===== src/rtl/bullet_pool.sv =====
// Multi-slot projectile manager: spawns, flies and retires up to NUM_BULLETS bullets per frame.
// Optional build macro BULLET_POOL_AUTOFIRE_EN makes a held fire key re-fire every COOLDOWN+1 frames.
module bullet_pool #(
  parameter int NUM_BULLETS = 4,
  parameter int STEP        = 2,
  parameter int SIZE        = 4,
  parameter int COOLDOWN    = 8,
  parameter int FIRE_KEY    = 88,
  parameter int X_MAX       = 639,
  parameter int Y_MAX       = 479
) (
  input  logic                      frame_clk,
  input  logic                      Reset_n,
  input  logic [7:0]                keycode,
  input  logic [1:0]                dir,
  input  logic [9:0]                BallX,
  input  logic [9:0]                BallY,
  input  logic [9:0]                BallS,
  input  logic [NUM_BULLETS-1:0]    hit_clr,
  output logic [10*NUM_BULLETS-1:0] BulletX,
  output logic [10*NUM_BULLETS-1:0] BulletY,
  output logic [9:0]                BulletS,
  output logic [NUM_BULLETS-1:0]    bullet_on,
  output logic                      fire_pulse,
  output logic                      pool_full
);

  localparam int          CD_W   = $clog2(COOLDOWN + 2);
  localparam logic [10:0] MARGIN = 11'(SIZE + STEP);
  localparam logic [9:0]  STEP_V = 10'(STEP);

  typedef enum logic {IDLE = 1'b0, FLY = 1'b1} slot_state_t;

  slot_state_t            state_q [NUM_BULLETS];
  slot_state_t            state_d [NUM_BULLETS];
  logic [9:0]             pos_x   [NUM_BULLETS];
  logic [9:0]             pos_y   [NUM_BULLETS];
  logic [1:0]             dir_q   [NUM_BULLETS];
  logic [CD_W-1:0]        cooldown;
  logic                   key_hit;
  logic                   fire_req;
  logic                   spawn;
  logic [NUM_BULLETS-1:0] free_mask;
  logic [NUM_BULLETS-1:0] spawn_oh;
  logic [NUM_BULLETS-1:0] edge_hit;
  logic [19:0]            spawn_xy;

  // Edge test uses 11-bit unsigned math so X+margin cannot wrap near the right edge.
  function automatic logic at_edge(input logic [1:0] d, input logic [9:0] x, input logic [9:0] y);
    logic [10:0] xe;
    logic [10:0] ye;
    xe = {1'b0, x};
    ye = {1'b0, y};
    case (d)
      2'd0:    at_edge = (xe < MARGIN);
      2'd1:    at_edge = (xe + MARGIN > 11'(X_MAX));
      2'd2:    at_edge = (ye < MARGIN);
      default: at_edge = (ye + MARGIN > 11'(Y_MAX));
    endcase
  endfunction

  function automatic logic [19:0] spawn_pos(input logic [1:0] d, input logic [9:0] bx,
                                            input logic [9:0] by, input logic [9:0] bs);
    case (d)
      2'd0:    spawn_pos = {bx - bs, by};
      2'd1:    spawn_pos = {bx + bs, by};
      2'd2:    spawn_pos = {bx, by - bs};
      default: spawn_pos = {bx, by + bs};
    endcase
  endfunction

  assign key_hit = (keycode == 8'(FIRE_KEY));

`ifdef BULLET_POOL_AUTOFIRE_EN
  assign fire_req = key_hit;
`else
  logic key_prev;
  always_ff @(posedge frame_clk or negedge Reset_n) begin
    if (!Reset_n) key_prev <= 1'b0;
    else          key_prev <= key_hit;
  end
  assign fire_req = key_hit & ~key_prev;
`endif

  // Allocation sees the pre-clear mask, so a slot retired this frame is reused next frame at earliest.
  assign free_mask = ~bullet_on;
  assign spawn     = fire_req && (cooldown == '0) && (|free_mask);
  assign spawn_oh  = spawn ? (free_mask & (~free_mask + NUM_BULLETS'(1))) : '0;
  assign spawn_xy  = spawn_pos(dir, BallX, BallY, BallS);

  always_comb begin
    edge_hit = '0;
    for (int i = 0; i < NUM_BULLETS; i++)
      edge_hit[i] = at_edge(dir_q[i], pos_x[i], pos_y[i]);
  end

  always_ff @(posedge frame_clk or negedge Reset_n) begin
    if (!Reset_n) begin
      for (int i = 0; i < NUM_BULLETS; i++) state_q[i] <= IDLE;
    end else begin
      for (int i = 0; i < NUM_BULLETS; i++) state_q[i] <= state_d[i];
    end
  end

  always_comb begin
    for (int i = 0; i < NUM_BULLETS; i++) begin
      state_d[i] = state_q[i];
      case (state_q[i])
        IDLE:    if (spawn_oh[i]) state_d[i] = FLY;
        default: if (hit_clr[i] || edge_hit[i]) state_d[i] = IDLE;
      endcase
    end
  end

  always_comb begin
    bullet_on = '0;
    BulletX   = '0;
    BulletY   = '0;
    for (int i = 0; i < NUM_BULLETS; i++) begin
      bullet_on[i]       = (state_q[i] == FLY);
      BulletX[10*i +: 10] = pos_x[i];
      BulletY[10*i +: 10] = pos_y[i];
    end
    pool_full = &bullet_on;
    BulletS   = 10'(SIZE);
  end

  // Frame update: spawn loads ship-relative position, flying slots step unless retiring.
  always_ff @(posedge frame_clk or negedge Reset_n) begin
    if (!Reset_n) begin
      for (int i = 0; i < NUM_BULLETS; i++) begin
        pos_x[i] <= '0;
        pos_y[i] <= '0;
        dir_q[i] <= '0;
      end
      cooldown   <= '0;
      fire_pulse <= 1'b0;
    end else begin
      fire_pulse <= spawn;
      if (spawn)                 cooldown <= CD_W'(COOLDOWN);
      else if (cooldown != '0)   cooldown <= cooldown - 1'b1;
      for (int i = 0; i < NUM_BULLETS; i++) begin
        if (spawn_oh[i]) begin
          pos_x[i] <= spawn_xy[19:10];
          pos_y[i] <= spawn_xy[9:0];
          dir_q[i] <= dir;
        end else if (state_q[i] == FLY && !hit_clr[i] && !edge_hit[i]) begin
          case (dir_q[i])
            2'd0:    pos_x[i] <= pos_x[i] - STEP_V;
            2'd1:    pos_x[i] <= pos_x[i] + STEP_V;
            2'd2:    pos_y[i] <= pos_y[i] - STEP_V;
            default: pos_y[i] <= pos_y[i] + STEP_V;
          endcase
        end
      end
    end
  end

endmodule


===== config.mk =====
export PLATFORM = sky130hd
export DESIGN_NAME = bullet_pool
export DESIGN_NICKNAME = d
export VERILOG_FILES = /design/src/rtl/bullet_pool.sv
export SDC_FILE = /design/constraint.sdc
export NUM_CORES = 1
export LEC_CHECK = 0
export ABC_AREA = 1
export CELL_PAD_IN_SITES_DETAIL_PLACEMENT = 1
export CELL_PAD_IN_SITES_GLOBAL_PLACEMENT = 1
export CORE_AREA = 2 2 208 210
export DETAILED_ROUTE_END_ITERATION = 8
export DIE_AREA = 0 0 210 212
export HOLD_SLACK_MARGIN = 0.15
export PLACE_DENSITY = 0.67
export SKIP_CTS_REPAIR_TIMING = 1
export SYNTH_ARGS = -nofsm -noshare
export SYNTH_HDL_FRONTEND = slang
export SYNTH_SLANG_ARGS = --single-unit
export TNS_END_PERCENT = 50

===== constraint.sdc =====
create_clock -name frame_clk -period 3.3 [get_ports frame_clk]
set_input_delay 0.495 -clock frame_clk [delete_from_list [all_inputs] [get_ports frame_clk]]
set_output_delay 0.495 -clock frame_clk [all_outputs]
set_load 0.05 [all_outputs]

==> flow_metrics.env <==
export IMPL_worstRegToRegCells=12
export IMPL_drv_cap=0
export IMPL_htreeDepth=3
export IMPL_slew_headroom=0.6025
export IMPL_power_density_nw_per_um2=264.4
export IMPL_maxSlewViolCount=0
export IMPL_num_io_pins=142
export IMPL_ir_worst_vdd_v=0.0001821
export IMPL_fp_row_count=76
export IMPL_synthArstFlopShare=1.000
export IMPL_fin_crit_sh=0.9267
export IMPL_clock_tree_root_cell="clkbuf_16"
export IMPL_synth_seq_cells=98
export IMPL_grt_pass1_vias=11530
export IMPL_layout_common_cells="451 x nand2_1, 169 x inv_1, 125 x clkdlybuf4s50_1"
export IMPL_end_kind="flop"
export IMPL_yosysSeqAreaShare=0.2345
export IMPL_worstSetupStartpoint="BallS[1]"
export IMPL_status="completed"
export IMPL_fin_cells=2317
export IMPL_syn_area_per_cell_um2=6.666
export IMPL_cts_sink_count=98
export IMPL_setup_viol=0
export IMPL_fin_area_um2=13270
export IMPL_synthCells=1569
export IMPL_final_net_count=1911
export IMPL_clkLatencyLatePin_ns=0.36
export IMPL_final_common_cell="nand2_1"
export IMPL_critical_path_top_delay_family="simple AND/OR/NAND/NOR gates"
export IMPL_worstSetupPathType="in -> reg"
export IMPL_cts_tree="done"
export IMPL_rsz0062_at_grt="no"
export IMPL_postLayoutCoreUtil=0.3122
export IMPL_reg2reg_from="dir_q[5]"
export IMPL_die_h_um=212
export IMPL_finalPower_mw=3.508
export IMPL_fin_skew_ns=0.009009
export IMPL_path_clk_slew_ns=0.07
export IMPL_ys_types=56
export IMPL_worst_pin_slew_ns=0.5962
export IMPL_gp_congestion=0.8629
export IMPL_worstPathCellList="dlymetal6s2s_1 -> inv_2 -> ha_2 -> inv_1 -> nor3_4 -> nand3_2 -> or2_4 -> nor2_4 -> xor2_1 -> nand2_1 -> o21ai_1 -> ha_1 -> a21oi_2 -> a21boi_2 -> nand3_2 -> nand3_2 -> nand3_1 -> nand2_1 -> nand2_2 -> nand2_1 -> o21ai_0 -> nand2_1 -> nand2_1"
export IMPL_dp_cells=2297
export IMPL_synth_edf_count=0
export IMPL_final_hold_viol_count=0
export IMPL_synth_area_um2=10460
export IMPL_yosys_warnings=0
export IMPL_area_growth_pct=26.88
export IMPL_clock_path_buffers=2
export IMPL_cp_max_fo=3
export IMPL_synth_ff_type="dfrtp_1"
export IMPL_dpl_cell_area_um2=12830
export IMPL_hold_path_class="in -> async"
export IMPL_io_buffers=131
export IMPL_grt_max_degree=41
export IMPL_grt_overflow_total=0
export IMPL_drive_above_1_share=0.1078
export IMPL_layout_min_cycle_time_ns=3.058
export IMPL_route_vias_total=11193
export IMPL_startpoint_type="primary input"
export IMPL_cpPeakStageDelay_ns=0.29
export IMPL_routed_wl_mm=40.39
export IMPL_drt_iter0_drc=563
export IMPL_r2r_end="BulletY[17]"
export IMPL_reg2reg_slack_ns=0.42
export IMPL_routedWlPerCell_um=17.43
export IMPL_postRouteAntennaNets=0
export IMPL_grt_pass1_wl_mm=63.31
export IMPL_die_area_um2=44520
export IMPL_worst_path_buf_inv=3
export IMPL_antenna_found_initial=3
export IMPL_cts_made_buffers=9
export IMPL_path_common_cell="nand2_1"
export IMPL_grt_util_all_layers=0.1816
export IMPL_initial_core_util=0.2461
export IMPL_max_freq_ghz=0.3270
export IMPL_cp_arrival_ns=3.31
export IMPL_antennaDiodeCount=0
export IMPL_worst_ep_required_time_ns=3.55
export IMPL_p_leak_nw=6.488
export IMPL_first_pass_iters=4
export IMPL_hold_slack_ns=0.1275
export IMPL_core_area_um2=42510
export IMPL_die_width_um=210
export IMPL_dp_hpwl_mm=32.31
export IMPL_slowest_stage="ha_1"
export IMPL_viasPerCell=4.831
export IMPL_drc=0
per-layer routing:
layer	routed length, um	share of wire	vias up	global-route usage
li1	-	-	5548	-
met1	19570	0.48	5432	0.2480
met2	18920	0.47	171	0.3070
met3	929	0.023	42	0.01374
met4	975	0.024	0	0.05429
met5	0	0	-	0
worst max-delay path by stage:
stage          slack (ns)          end  cells past startpoint
3_5_place_dp        -0.79  BulletY[39]                     23
2_1_floorplan        0.18  BulletY[29]                     22
3_3_place_gp        -0.62  BulletY[29]                     23
4_1_cts             -0.42  BulletY[39]                     23
5_1_grt             0.008  BulletX[28]                     19
6_report             0.24   BulletY[9]                     23
where the power goes:
group | internal [mW] | total (mW) | switching (mW)
Combinational | 0.449 | 1.12 | 0.675
Clock | 0.585 | 1.11 | 0.521
Sequential | 1.24 | 1.28 | 0.0406
Total | 2.27 | 3.51 | 1.24
sequential cells by signal, indices dropped and copies added (netlist names):
signal and count:
bullet_on 4, fire_pulse 1, dir_q 8, cooldown 4, BulletX 40, BulletY 40
key_prev 1
cell usage after synthesis (3+ instances only):
cell type,instances,share of area
clkbuf_1,7,0.0025
xor2_1,54,0.045
nor4_1,4,0.0024
nand3b_1,7,0.0050
inv_4,3,0.0018
buf_4,13,0.0093
o21bai_1,3,0.0022
nor2_1,112,0.040
o21ai_0,117,0.056
nand2_2,14,0.0084
a21boi_0,3,0.0022
nand4_1,28,0.017
nor2_4,5,0.0054
o21ai_1,16,0.0077
nor3_1,15,0.0072
fa_1,10,0.019
a21oi_1,102,0.049
or2_2,14,0.0084
a31oi_1,4,0.0024
o211ai_1,18,0.013
dfrtp_1,98,0.23
xnor2_1,22,0.018
mux2i_1,3,0.0029
inv_1,172,0.062
buf_2,5,0.0024
inv_2,7,0.0025
nand2_1,455,0.16
nand3_1,112,0.054
o21ai_2,8,0.0067
nor2_2,6,0.0036
o2111ai_1,4,0.0033
buf_6,9,0.0097
ha_1,88,0.11
per-stage QoR:
stage	worst slack (ns)	setup TNS, ns
2_1_floorplan	0.1766	0
3_3_place_gp	-0.6212	-12.95
3_5_place_dp	-0.7919	-18.15
4_1_cts	-0.4189	-2.807
5_1_grt	0.007657	0
6_report	0.2419	0
cell type report:
| class | count | area [um^2] |
|---|---|---|
| Clock buffer | 10 | 229.0 |
| Clock inverter | 5 | 56.30 |
| Fill cell | 5317 | 29240 |
| Inverter | 184 | 703.2 |
| Multi-Input combinational cell | 1261 | 7181 |
| Sequential cell | 98 | 2452 |
| Tap cell | 546 | 683.2 |
| Timing Repair Buffer | 213 | 1966 |
kinds of logic (layout without fill, tap and decap cells):
kind of cell	after synthesis	after routing	share of synthesized area
and+or+nand+nor	785	785	0.3299
AOI/OAI and AO/OA	289	289	0.1528
buffers and inverters	218	412	0.09116
adders and majority gates	98	98	0.1244
DFF	98	98	0.2345
xor gates and xnor gates	76	76	0.06364
muxes	3	3	0.002871
other	2	10	0.0007181
Power figures use the tool's default switching activity.
